==> src/rtl/pmem_arbiter_pkg.sv <==
// Shared RV32I memory-side types: word/line typedefs, burst geometry and
// the state/grant encodings used by the physical-memory arbiter.
package rv32i_types;

    typedef logic [31:0]  rv32i_word;
    typedef logic [255:0] rv32i_line;

    // 64-bit beats per 256-bit cache line
    localparam int PMEM_BEATS  = 4;
    localparam int PMEM_BEAT_W = 64;

    typedef enum logic [2:0] {
        IDLE    = 3'd0,
        INST_RD = 3'd1,
        DATA_RD = 3'd2,
        DATA_WR = 3'd3,
        DONE    = 3'd4
    } pmem_arb_state_t;

    typedef enum logic {
        GNT_INST = 1'b0,
        GNT_DATA = 1'b1
    } pmem_grant_t;

    // Clear the byte-in-line offset so bursts always start on a line boundary.
    function automatic rv32i_word line_align(input rv32i_word addr);
        return addr & ~rv32i_word'(31);
    endfunction

endpackage

==> src/rtl/pmem_arbiter_line_beat_buffer.sv <==
// Shared line buffer for the arbiter: holds one cache line, tracks which
// 64-bit beat of the burst is current, inserts read beats and selects the
// outgoing write beat.
module line_beat_buffer
    import rv32i_types::*;
#(
    parameter int BEATS = PMEM_BEATS
)
(
    input  logic                  clk,
    input  logic                  rst,
    input  logic                  start_i,
    input  logic                  load_i,
    input  logic [64*BEATS-1:0]   line_i,
    input  logic                  ack_i,
    input  logic                  store_i,
    input  logic [63:0]           beat_i,
    output logic [64*BEATS-1:0]   line_o,
    output logic [63:0]           beat_o,
    output logic                  last_o
);

    localparam int CW     = (BEATS > 1) ? $clog2(BEATS) : 1;
    localparam int LINE_W = 64 * BEATS;
    localparam logic [CW-1:0] LAST_BEAT = CW'(BEATS - 1);

    logic [LINE_W-1:0] line_q, line_d;
    logic [CW-1:0]     cnt_q, cnt_d;

    // Next line contents and beat index: a new burst rewinds the counter
    // (and takes the writeback line), each acknowledged beat advances it.
    always_comb begin
        line_d = line_q;
        cnt_d  = cnt_q;
        if (start_i) begin
            cnt_d = '0;
            if (load_i) begin
                line_d = line_i;
            end
        end else if (ack_i) begin
            if (store_i) begin
                line_d[cnt_q*64 +: 64] = beat_i;
            end
            cnt_d = (cnt_q == LAST_BEAT) ? '0 : cnt_q + 1'b1;
        end
    end

    // Line and counter registers, cleared asynchronously.
    always_ff @(posedge clk or posedge rst) begin
        if (rst) begin
            line_q <= '0;
            cnt_q  <= '0;
        end else begin
            line_q <= line_d;
            cnt_q  <= cnt_d;
        end
    end

    assign line_o = line_q;
    assign beat_o = line_q[cnt_q*64 +: 64];
    assign last_o = (cnt_q == LAST_BEAT);

endmodule

==> src/rtl/pmem_arbiter.sv <==
// Arbitrates the I-cache and D-cache line requests onto a single burst
// memory port. One line transfer at a time; ties alternate between the two
// caches, and the winner gets a single-cycle completion pulse.
module pmem_arbiter
    import rv32i_types::*;
#(
    parameter int BEATS = PMEM_BEATS
)
(
    input  logic        clk,
    input  logic        rst,

    input  rv32i_word   inst_pmem_address,
    input  logic        inst_pmem_read,
    output rv32i_line   inst_pmem_rdata,
    output logic        inst_pmem_resp,

    input  rv32i_word   data_pmem_address,
    input  logic        data_pmem_read,
    input  logic        data_pmem_write,
    input  rv32i_line   data_pmem_wdata,
    output rv32i_line   data_pmem_rdata,
    output logic        data_pmem_resp,

    input  logic [63:0] pmem_rdata,
    input  logic        pmem_resp,
    output logic        pmem_read,
    output logic        pmem_write,
    output logic [63:0] pmem_wdata,
    output rv32i_word   pmem_addr
);

    pmem_arb_state_t state_q, state_d;
    pmem_grant_t     last_grant_q, last_grant_d;
    rv32i_word       addr_q, addr_d;

    logic      inst_req;
    logic      data_req;
    logic      grant;
    logic      grant_inst;
    logic      in_burst;
    logic      beat_ack;
    logic      last_beat;
    logic      load_line;
    logic      store_beat;
    rv32i_line line;

    // Request decode and round-robin pick; a grant only happens from IDLE.
    always_comb begin
        inst_req   = inst_pmem_read;
        data_req   = data_pmem_read | data_pmem_write;
        grant_inst = inst_req && (!data_req || (last_grant_q == GNT_DATA));
        grant      = (state_q == IDLE) && (inst_req || data_req);
    end

    // Next state, last-grant and latched burst address.
    always_comb begin
        state_d      = state_q;
        last_grant_d = last_grant_q;
        addr_d       = addr_q;
        unique case (state_q)
            IDLE: begin
                if (grant) begin
                    if (grant_inst) begin
                        state_d      = INST_RD;
                        last_grant_d = GNT_INST;
                        addr_d       = line_align(inst_pmem_address);
                    end else begin
                        // read+write together is a writeback
                        state_d      = data_pmem_write ? DATA_WR : DATA_RD;
                        last_grant_d = GNT_DATA;
                        addr_d       = line_align(data_pmem_address);
                    end
                end
            end
            INST_RD, DATA_RD, DATA_WR: begin
                if (pmem_resp && last_beat) begin
                    state_d = DONE;
                end
            end
            DONE: begin
                // no re-grant here: requesters get this cycle to drop
                state_d = IDLE;
            end
            default: begin
                state_d = IDLE;
            end
        endcase
    end

    // Control registers; a reset abandons any burst in flight.
    always_ff @(posedge clk or posedge rst) begin
        if (rst) begin
            state_q      <= IDLE;
            last_grant_q <= GNT_DATA;
            addr_q       <= '0;
        end else begin
            state_q      <= state_d;
            last_grant_q <= last_grant_d;
            addr_q       <= addr_d;
        end
    end

    assign in_burst   = (state_q == INST_RD) || (state_q == DATA_RD) || (state_q == DATA_WR);
    assign beat_ack   = in_burst && pmem_resp;
    assign load_line  = grant && !grant_inst && data_pmem_write;
    assign store_beat = (state_q != DATA_WR);

    line_beat_buffer #(
        .BEATS   (BEATS)
    ) u_line_buf (
        .clk     (clk),
        .rst     (rst),
        .start_i (grant),
        .load_i  (load_line),
        .line_i  (data_pmem_wdata),
        .ack_i   (beat_ack),
        .store_i (store_beat),
        .beat_i  (pmem_rdata),
        .line_o  (line),
        .beat_o  (pmem_wdata),
        .last_o  (last_beat)
    );

    assign pmem_read       = (state_q == INST_RD) || (state_q == DATA_RD);
    assign pmem_write      = (state_q == DATA_WR);
    assign pmem_addr       = addr_q;
    assign inst_pmem_resp  = (state_q == DONE) && (last_grant_q == GNT_INST);
    assign data_pmem_resp  = (state_q == DONE) && (last_grant_q == GNT_DATA);
    assign inst_pmem_rdata = line;
    assign data_pmem_rdata = line;

endmodule

==> config.mk <==
export PLATFORM = sky130hd
export DESIGN_NAME = pmem_arbiter
export DESIGN_NICKNAME = d
export VERILOG_FILES = /design/src/rtl/pmem_arbiter_pkg.sv /design/src/rtl/pmem_arbiter_line_beat_buffer.sv /design/src/rtl/pmem_arbiter.sv
export SDC_FILE = /design/constraint.sdc
export NUM_CORES = 1
export LEC_CHECK = 0
export ABC_AREA = 1
export CORE_AREA = 2 2 389 391
export CTS_CLUSTER_SIZE = 28
export DETAILED_ROUTE_END_ITERATION = 7
export DIE_AREA = 0 0 391 393
export HOLD_SLACK_MARGIN = 0.03
export SLEW_MARGIN = 10
export SYNTH_ARGS = -nofsm -noshare
export SYNTH_HDL_FRONTEND = slang
export SYNTH_SLANG_ARGS = --single-unit
export TNS_END_PERCENT = 5
==> constraint.sdc <==
create_clock -name clk -period 11.55 [get_ports clk]
set_input_delay 2.8875 -clock clk [delete_from_list [all_inputs] [get_ports clk]]
set_output_delay 2.8875 -clock clk [all_outputs]
set_load 0.005 [all_outputs]
==> results.yml, run 1 <==
global_route:
  grt_overflow: 0
  use_met1_pct: 23.96
  grtUsageMet2_pct: 30.52
  grt_max_degree: 129
  grt_pass1_wl_um: 204800
  top_usage_layer: "met2"
  antenna_found_initial: 51
  grtUsageTotal_pct: 19.25
  gr-usage-met3_pct: 7.076
  first_global_vias: 23520
floorplanning:
  die_area_um2: 153700
  die_x_um: 391
  fp.coreArea_um2: 149200
  dieHeight_um: 393
  rows: 142
  pin_count: 1002
  initial_core_util_pct: 13.63
cells_and_area:
  nets: 4175
  final_cells: 5772
  final_util_pct: 21.15
  syn2layout_area_growth_pct: 55.14
  fin_area_um2: 31570
  drive_gt1_share_pct: 3.594
  layout_common_cells: "nand2_1, clkdlybuf4s50_1, nor2_1, nand3_1, dfrtp_1"
  final_common_cell: "nand2_1"
clock_network:
  h-tree-depth: 2
  path_clk_slew_ps: 70
  postCtsHoldBufs: 0
  clockBufferDepth: 3
  post_cts_buffers: 0
  cts_resized: 0
  clock_latency_ps: 630
  cts_sinks: 289
  ctsRootBufferMaster: "clkbuf_16"
  cts_made_buffers: 43
  cts_tree: "built"
critical_path:
  rr_worst_depth: 10
  regToRegStartpoint: "u_line_buf.cnt_q[0]$_DFFE_PP0P_"
  required_ps: 8660
  worst_ep_arrival_time_ps: 3760
  critPathSlowestCell: "dfrtp_4"
  path_class: "flip-flop to output port"
  path_cells: "inv_4 -> buf_4 -> o21ai_0 -> o22ai_1 -> clkdlybuf4s50_1"
  cp-end-kind: "output port"
  cp_max_fo: 37
  timing.rr.end: "u_line_buf.line_o[26]$_DFFE_PP0P_"
  path_buf_inv: 3
  cp_slowest_stage_delay_ps: 660
  critical_path.startpoint_type: "flip-flop"
  crit_family: "buffers and inverters"
  ff2ff_setup_slack_ps: 6310
yosys:
  ys_warn_count: 0
  syn_avg_cell_area_um2: 6.366
  synth_area_um2: 20350
  synth_cell_types: 30
  syn_inst: 3196
  synth_seq_area_share_pct: 35.55
  ys_seq_elements: 289
worst_hold_path:
  hold_path.class: "flip-flop to flip-flop"
  min_from: "pmem_addr[12]$_DFFE_PP0P_"
  worstHoldPathCells: 2
  whs_endpoint: "pmem_addr[12]$_DFFE_PP0P_"
sta:
  fin_worst_skew_ps: 46.72
  relSlewSlack_pct: 28.74
  drv_slew: 0
  rsz0062_at_grt: "no"
  fmax_mhz: 150.5
  tns_ps: 0
  worst_pin_slew_ps: 1069
  setup_viol: 0
  hold_viol_final: 0
  period_share_pct: 57.54
  fin_hold_ws_ps: 494.7
  min_period_ps: 6645
power:
  ir_drop_v: 0.0002046
  power_per_cell_area_nw_per_um2: 299.6
  leakage_uw: 0.01439
route:
  viasPerCell: 4.304
  wirelength_um: 154400
  drt_first_iter_violations: 2396
  num_vias: 24840
  drc: 0
  ant_nets: 0
  wire_per_inst_um: 26.75
  firstDrtPassIters: 6
run_status:
  outcome: "finished, final reports clean"
placement:
  dp_cells: 5678
  place.gp.congestion: 0.9338
  dpl_cell_area_um2: 30030
  hpwl_um: 115200
  port_buffers: 986
flow_run:
  maxCapViolations: 0
## cell usage after synthesis
cell / number / share of area [%]
a21oi_1: 4 / 0.098
a21o_1: 1 / 0.037
inv_2: 6 / 0.11
nand3_1: 317 / 7.8
nand2_4: 3 / 0.17
nor2_2: 2 / 0.061
nor3_1: 2 / 0.049
buf_6: 19 / 1.1
nand4_2: 4 / 0.25
o21ai_0: 166 / 4.1
buf_4: 266 / 9.8
buf_2: 50 / 1.2
nand3_2: 2 / 0.098
buf_8: 3 / 0.22
dfrtp_1: 288 / 35
inv_1: 75 / 1.4
o22ai_1: 65 / 2.0
clkbuf_1: 125 / 2.3
clkinv_1: 1 / 0.018
o31ai_1: 1 / 0.037
nand2_1: 1327 / 24
dfstp_2: 1 / 0.13
nor2_8: 1 / 0.098
buf_1: 24 / 0.44
nor2_1: 413 / 7.6
ha_1: 6 / 0.37
nor2_4: 1 / 0.055
conb_1: 1 / 0.018
o21ai_1: 20 / 0.49
nand4_1: 2 / 0.061
## worst register-to-register path: cells and delay by family (launching register included)
kind | cells | cell delay (ps)
adders and majority gates | 1 | 430
buffers and inverters | 5 | 2310
and+or+nand+nor | 4 | 1720
DFF | 1 | 670
## power by group
part | switching [µW] | total [µW] | internal (µW)
registers | 807 | 2220 | 1410
logic | 3520 | 5760 | 2240
clock network | 594 | 1480 | 887
## state kept, by name (all words and copies together), names as in the netlist
register	count
pmem_addr	27
last_grant_q	1
u_line_buf.cnt_q	2
state_q	3
u_line_buf.line_o	256
## cell type report
type	instances	area, µm²
clock buffers	58	1202
well taps	1944	2432
multi-input cells	2342	9857
flip-flops and latches	289	7241
clock inverters	20	297.8
fillers	16820	117700
inverters	82	325.3
diodes	16	40.04
repair buffers	1021	10170
## worst max path at each step
stage,from,to,slack (ps),cells past startpoint
floorplan,rst,pmem_addr[10]$_DFFE_PP0P_,690,1
global placement,inst_pmem_read,u_line_buf.line_o[125]$_DFFE_PP0P_,4860,10
detailed placement,inst_pmem_read,u_line_buf.line_o[125]$_DFFE_PP0P_,4790,10
CTS,u_line_buf.cnt_q[0]$_DFFE_PP0P_,pmem_wdata[63],4690,5
global route,u_line_buf.cnt_q[0]$_DFFE_PP0P_,pmem_wdata[63],4690,5
finish,u_line_buf.cnt_q[1]$_DFFE_PP0P_,pmem_wdata[37],4900,5
## per-stage QoR
step                      power, µW  worst slack [ps]
final                          9457              4905
after global routing           9971              4694
after CTS                      9550              4690
after detailed placement       8012              4790
after global placement         7986              4864
after floorplan                4603             686.8
## cell families after synthesis
| logic type | synth area share (%) |
|---|---|
| fa+ha+maj | 0.3690 |
| buf+inv | 16.58 |
| compound gates | 6.746 |
| flops | 35.55 |
| other cells | 0.01843 |
| simple gates | 40.74 |
## layer usage
layer	wire [µm]	share of wire, %	vias to the layer above
li1	-	-	10970
met4	5024	3.3	46
met5	285	0.18	-
met1	62590	41	12070
met3	16400	11	269
met2	70130	45	1490
Note: power is estimated with default switching activity, not from simulation.
==> run 2: changes to the inputs <==
- clock period: 11.55 -> 6.7 ns (I/O delays scaled with it)
==> run 2 against run 1 <==
  * Sequential share of layout area barely moved
  * Count of clock-buffer cells in the layout rose by 4
  * Global-route usage fell by 0.67 points
  * Sequential cell count did not move
  * Largest power group unchanged
  * Via count rose by 0.37%
  * Setup slack got worse by 3700 ps
==> results.yml, run 2 (synthesis results as in run 1) <==
run_status:
  outcome: "finished, final reports clean"
floorplanning:
  dieHeight_um: 393
  pin_count: 1002
  die_x_um: 391
  initial_core_util_pct: 13.63
  fp.coreArea_um2: 149200
  die_area_um2: 153700
  rows: 142
route:
  wirelength_um: 149800
  ant_nets: 0
  wire_per_inst_um: 25.96
  drt_first_iter_violations: 2622
  drc: 0
  firstDrtPassIters: 6
  viasPerCell: 4.320
  num_vias: 24940
clock_network:
  post_cts_buffers: 0
  path_clk_slew_ps: 70
  cts_tree: "built"
  postCtsHoldBufs: 0
  ctsRootBufferMaster: "clkbuf_16"
  cts_made_buffers: 41
  cts_resized: 0
  cts_sinks: 289
  clockBufferDepth: 3
  clock_latency_ps: 630
  h-tree-depth: 2
cells_and_area:
  fin_area_um2: 31580
  regArea_um2: 7241
  fillCellCount: 16820
  layout_common_cells: "nand2_1, clkdlybuf4s50_1, nor2_1, nand3_1, dfrtp_1"
  syn2layout_area_growth_pct: 55.22
  final_util_pct: 21.16
  largest_reg_flops: 256
  drive_gt1_share_pct: 3.588
  multi_input_area_um2: 9853
  nets: 4182
  final_common_cell: "nand2_1"
critical_path:
  path_cells: "inv_4 -> o21ai_0 -> o22ai_1 -> clkdlybuf4s50_1"
  worst_ep_arrival_time_ps: 3790
  critPathSlowestCell: "inv_4"
  cp-end-kind: "output port"
  cp_slowest_stage_delay_ps: 840
  cp_max_fo: 55
  path_class: "flip-flop to output port"
  critical_path.startpoint_type: "flip-flop"
  required_ps: 5030
sta:
  tns_ps: 0
  fin_hold_ws_ps: 488.7
  relSlewSlack_pct: 26.38
  worst_pin_slew_ps: 1104
  period_share_pct: 81.51
  setup_viol: 0
  fin_worst_skew_ps: 41.83
  drv_slew: 0
  rsz0062_at_grt: "no"
  fmax_mhz: 183.1
  min_period_ps: 5461
  hold_viol_final: 0
global_route:
  grt_max_degree: 152
  gr-usage-met3_pct: 6.029
  grtUsageTotal_pct: 18.58
  grt_overflow: 0
  grt_pass1_wl_um: 199300
  antenna_found_initial: 40
  first_global_vias: 23390
  grtUsageMet2_pct: 29.36
  use_met1_pct: 23.59
  top_usage_layer: "met2"
placement:
  port_buffers: 986
  dpl_cell_area_um2: 30170
  hpwl_um: 112500
  place.gp.congestion: 0.9320
power:
  power_per_cell_area_nw_per_um2: 510.4
  ir_drop_v: 0.0003667
  leakage_uw: 0.01441
flow_run:
  maxCapViolations: 0
worst_hold_path:
  hold_path.class: "flip-flop to flip-flop"
==> run 2: cell types whose count changed in the layout (fill, tap and decap cells not counted), moves of 2 or more <==
cell	before	now
buf_12	3	10
buf_4	32	34
bufinv_16	7	4
clkbuf_1	8	13
diode_2	16	10
==> run 2: stage by stage <==
step                      total power [µW]  worst slack [ps]  std cells
after global routing                 16990              1146       5764
final                                16120              1239       5772
after detailed placement             13740              1630       5687
after CTS                            16200              1314       5762
after floorplan                       7936              1193       3200
after global placement               13680              1656       5687
==> run 2: worst max-delay path, delay by kind of cell (launching register included) <==
family / cells / cell delay (ps)
buf+inv: 2 / 1500
compound gates: 2 / 860
flops: 1 / 700
==> run 2: worst paths after layout <==
kind | from | to | slack (ps) | cells after the start
max | u_line_buf.cnt_q[1]$_DFFE_PP0P_ | pmem_wdata[38] | 1240 | 4
min | pmem_addr[11]$_DFFE_PP0P_ | pmem_addr[11]$_DFFE_PP0P_ | 490 | 2
max reg2reg | u_line_buf.cnt_q[1]$_DFFE_PP0P_ | u_line_buf.line_o[23]$_DFFE_PP0P_ | 1600 | 9
min reg2reg | pmem_addr[11]$_DFFE_PP0P_ | pmem_addr[11]$_DFFE_PP0P_ | 490 | 2
max in group asynchronous | rst | u_line_buf.line_o[207]$_DFFE_PP0P_ | 4070 | 3
min in group asynchronous | rst | u_line_buf.line_o[128]$_DFFE_PP0P_ | 1390 | 2
==> run 2: per-layer routing <==
layer,vias to the layer above,wire length [µm]
li1,10970,-
met1,12060,59630
met2,1586,67930
met3,292,16340
met4,36,5724
met5,-,217
==> run 2: area by class of cell <==
class                           instances  share of cell area (%)
Timing Repair Buffer                 1030                   32.69
Multi-Input combinational cell       2342                   31.20
Sequential cell                       289                   22.93
Tap cell                             1944                   7.702
Clock buffer                           62                   3.823
Inverter                               82                   1.018
Clock inverter                         13                  0.5547
Antenna cell                           10                 0.07924
==> run 2: where the power goes <==
part	leakage [µW]	total, µW	switching [µW]	internal (µW)
clock	0.000678	2390	994	1400
sequential	0.00382	3810	1370	2440
combinational	0.00991	9920	5990	3930
==> run 3: changes to the inputs <==
- clock period: 6.7 -> 5.27 ns (I/O delays scaled with it)
==> run 3 against run 2 <==
  * Setup slack got worse by 730 ps
  * Die area unchanged
  * Critical endpoint is now pmem_wdata[36]
  * Non-clock buffer count increased by 27
  * Total power increased by 27%
  * First-iteration DRC count decreased by 9.6%
  * Design area increased by 0.57%
  * Final cell count increased by 0.26%
  * Utilization increased by 0.12 points
==> results.yml, run 3 (synthesis results as in run 1) <==
cells_and_area:
  syn2layout_area_growth_pct: 56.11
  final_util_pct: 21.28
  final_common_cell: "nand2_1"
  nets: 4207
  drive_gt1_share_pct: 4.119
  largest_reg_flops: 256
  fillCellCount: 16820
  layout_common_cells: "nand2_1, clkdlybuf4s50_1, nor2_1, nand3_1, dfrtp_1"
worst_hold_path:
  worstHoldPathCells: 2
  whs_endpoint: "pmem_addr[9]$_DFFE_PP0P_"
  min_from: "pmem_addr[9]$_DFFE_PP0P_"
  hold_path.class: "flip-flop to flip-flop"
global_route:
  use_met1_pct: 23.03
  gr-usage-met3_pct: 5.895
  grt_max_degree: 114
  grt_overflow: 0
  first_global_vias: 23700
  grtUsageMet2_pct: 29.75
  grtUsageTotal_pct: 18.64
  top_usage_layer: "met2"
  antenna_found_initial: 34
  grt_pass1_wl_um: 199700
route:
  viasPerCell: 4.323
  firstDrtPassIters: 6
  num_vias: 25020
  wirelength_um: 150000
  wire_per_inst_um: 25.92
  ant_nets: 0
  drt_first_iter_violations: 2369
  drc: 0
critical_path:
  timing.rr.end: "u_line_buf.line_o[157]$_DFFE_PP0P_"
  regToRegStartpoint: "u_line_buf.cnt_q[1]$_DFFE_PP0P_"
  path_class: "flip-flop to output port"
  cp-end-kind: "output port"
  worst_ep_arrival_time_ps: 3450
  rr_worst_depth: 12
  critical_path.startpoint_type: "flip-flop"
  ff2ff_setup_slack_ps: 1070
  cp_max_fo: 26
  required_ps: 3950
clock_network:
  clockBufferDepth: 3
  postCtsHoldBufs: 0
  clock_latency_ps: 590
  path_clk_slew_ps: 50
  h-tree-depth: 2
  ctsRootBufferMaster: "clkbuf_16"
  post_cts_buffers: 0
  cts_sinks: 289
  cts_made_buffers: 39
  cts_resized: 0
  cts_tree: "built"
sta:
  period_share_pct: 90.43
  drv_slew: 0
  worst_pin_slew_ps: 1169
  relSlewSlack_pct: 22.06
  hold_viol_final: 0
  min_period_ps: 4765
  fmax_mhz: 209.8
  setup_viol: 0
  rsz0062_at_grt: "no"
  fin_worst_skew_ps: 11.33
  tns_ps: 0
floorplanning:
  die_x_um: 391
  die_area_um2: 153700
  dieHeight_um: 393
  pin_count: 1002
  fp.coreArea_um2: 149200
  initial_core_util_pct: 13.63
  rows: 142
power:
  power_per_cell_area_nw_per_um2: 645.2
  ir_drop_v: 0.0004776
  leakage_uw: 0.01452
placement:
  port_buffers: 986
  place.gp.congestion: 0.9212
  hpwl_um: 113700
flow_run:
  maxCapViolations: 0
run_status:
  outcome: "finished, final reports clean"
==> run 3: metal layers <==
layer  share of wire (%)  vias up
met2                  45     1565
li1                    -    11010
met1                  39    12100
met5                0.11        -
met4                 4.8       24
met3                  11      319
==> run 3: worst max-delay path, stage by stage (launching register included) <==
cell             delay [ps]
dfrtp_4                 720
buf_12                  250
o21ai_0                 410
o22ai_1                 710
clkdlybuf4s50_1         700
==> run 3: how the worst max path moves through the flow <==
stage                                                from                                to  slack, ps  cells past startpoint
after floorplan                                       rst         pmem_addr[10]$_DFFE_PP0P_        120                      1
after global placement                     inst_pmem_read  u_line_buf.line_o[1]$_DFFE_PP0P_        530                      9
after detailed placement                   inst_pmem_read  u_line_buf.line_o[5]$_DFFE_PP0P_        640                      9
after CTS                 u_line_buf.cnt_q[1]$_DFFE_PP0P_                    pmem_wdata[51]        610                      5
after global routing      u_line_buf.cnt_q[1]$_DFFE_PP0P_                    pmem_wdata[36]        490                      4
final                     u_line_buf.cnt_q[1]$_DFFE_PP0P_                    pmem_wdata[36]        500                      4
==> run 3: cell type report <==
| class | instances | area, µm² | share of cell area (%) |
|---|---|---|---|
| diodes | 7 | 17.52 | 0.05515 |
| clock buffers | 58 | 1149 | 3.616 |
| clock inverters | 8 | 107.6 | 0.3388 |
| inverters | 82 | 321.6 | 1.012 |
| multi-input cells | 2342 | 9853 | 31.02 |
| flip-flops and latches | 289 | 7241 | 22.80 |
| well taps | 1944 | 2432 | 7.658 |
| repair buffers | 1057 | 10640 | 33.50 |
==> run 3: where the power goes <==
part | total, µW | leakage [µW] | internal [µW] | switching (µW)
combinational | 12900 | 0.0101 | 5180 | 7750
clock | 2770 | 0.000614 | 1600 | 1180
sequential | 4800 | 0.00382 | 3100 | 1700
total | 20500 | 0.0145 | 9870 | 10600
==> run 3: metrics by stage <==
step	cells	setup WS (ps)	power, µW	hold slack (ps)	cell area (µm²)
after floorplan	3200	120.1	10090	476.3	20360
after global placement	5714	531.4	17630	466.0	30490
after detailed placement	5714	644.1	17680	476.3	30490
after CTS	5780	609.8	20570	490.7	31740
after global routing	5782	486.4	21570	509.2	31750
final	5787	504.6	20490	489.6	31760
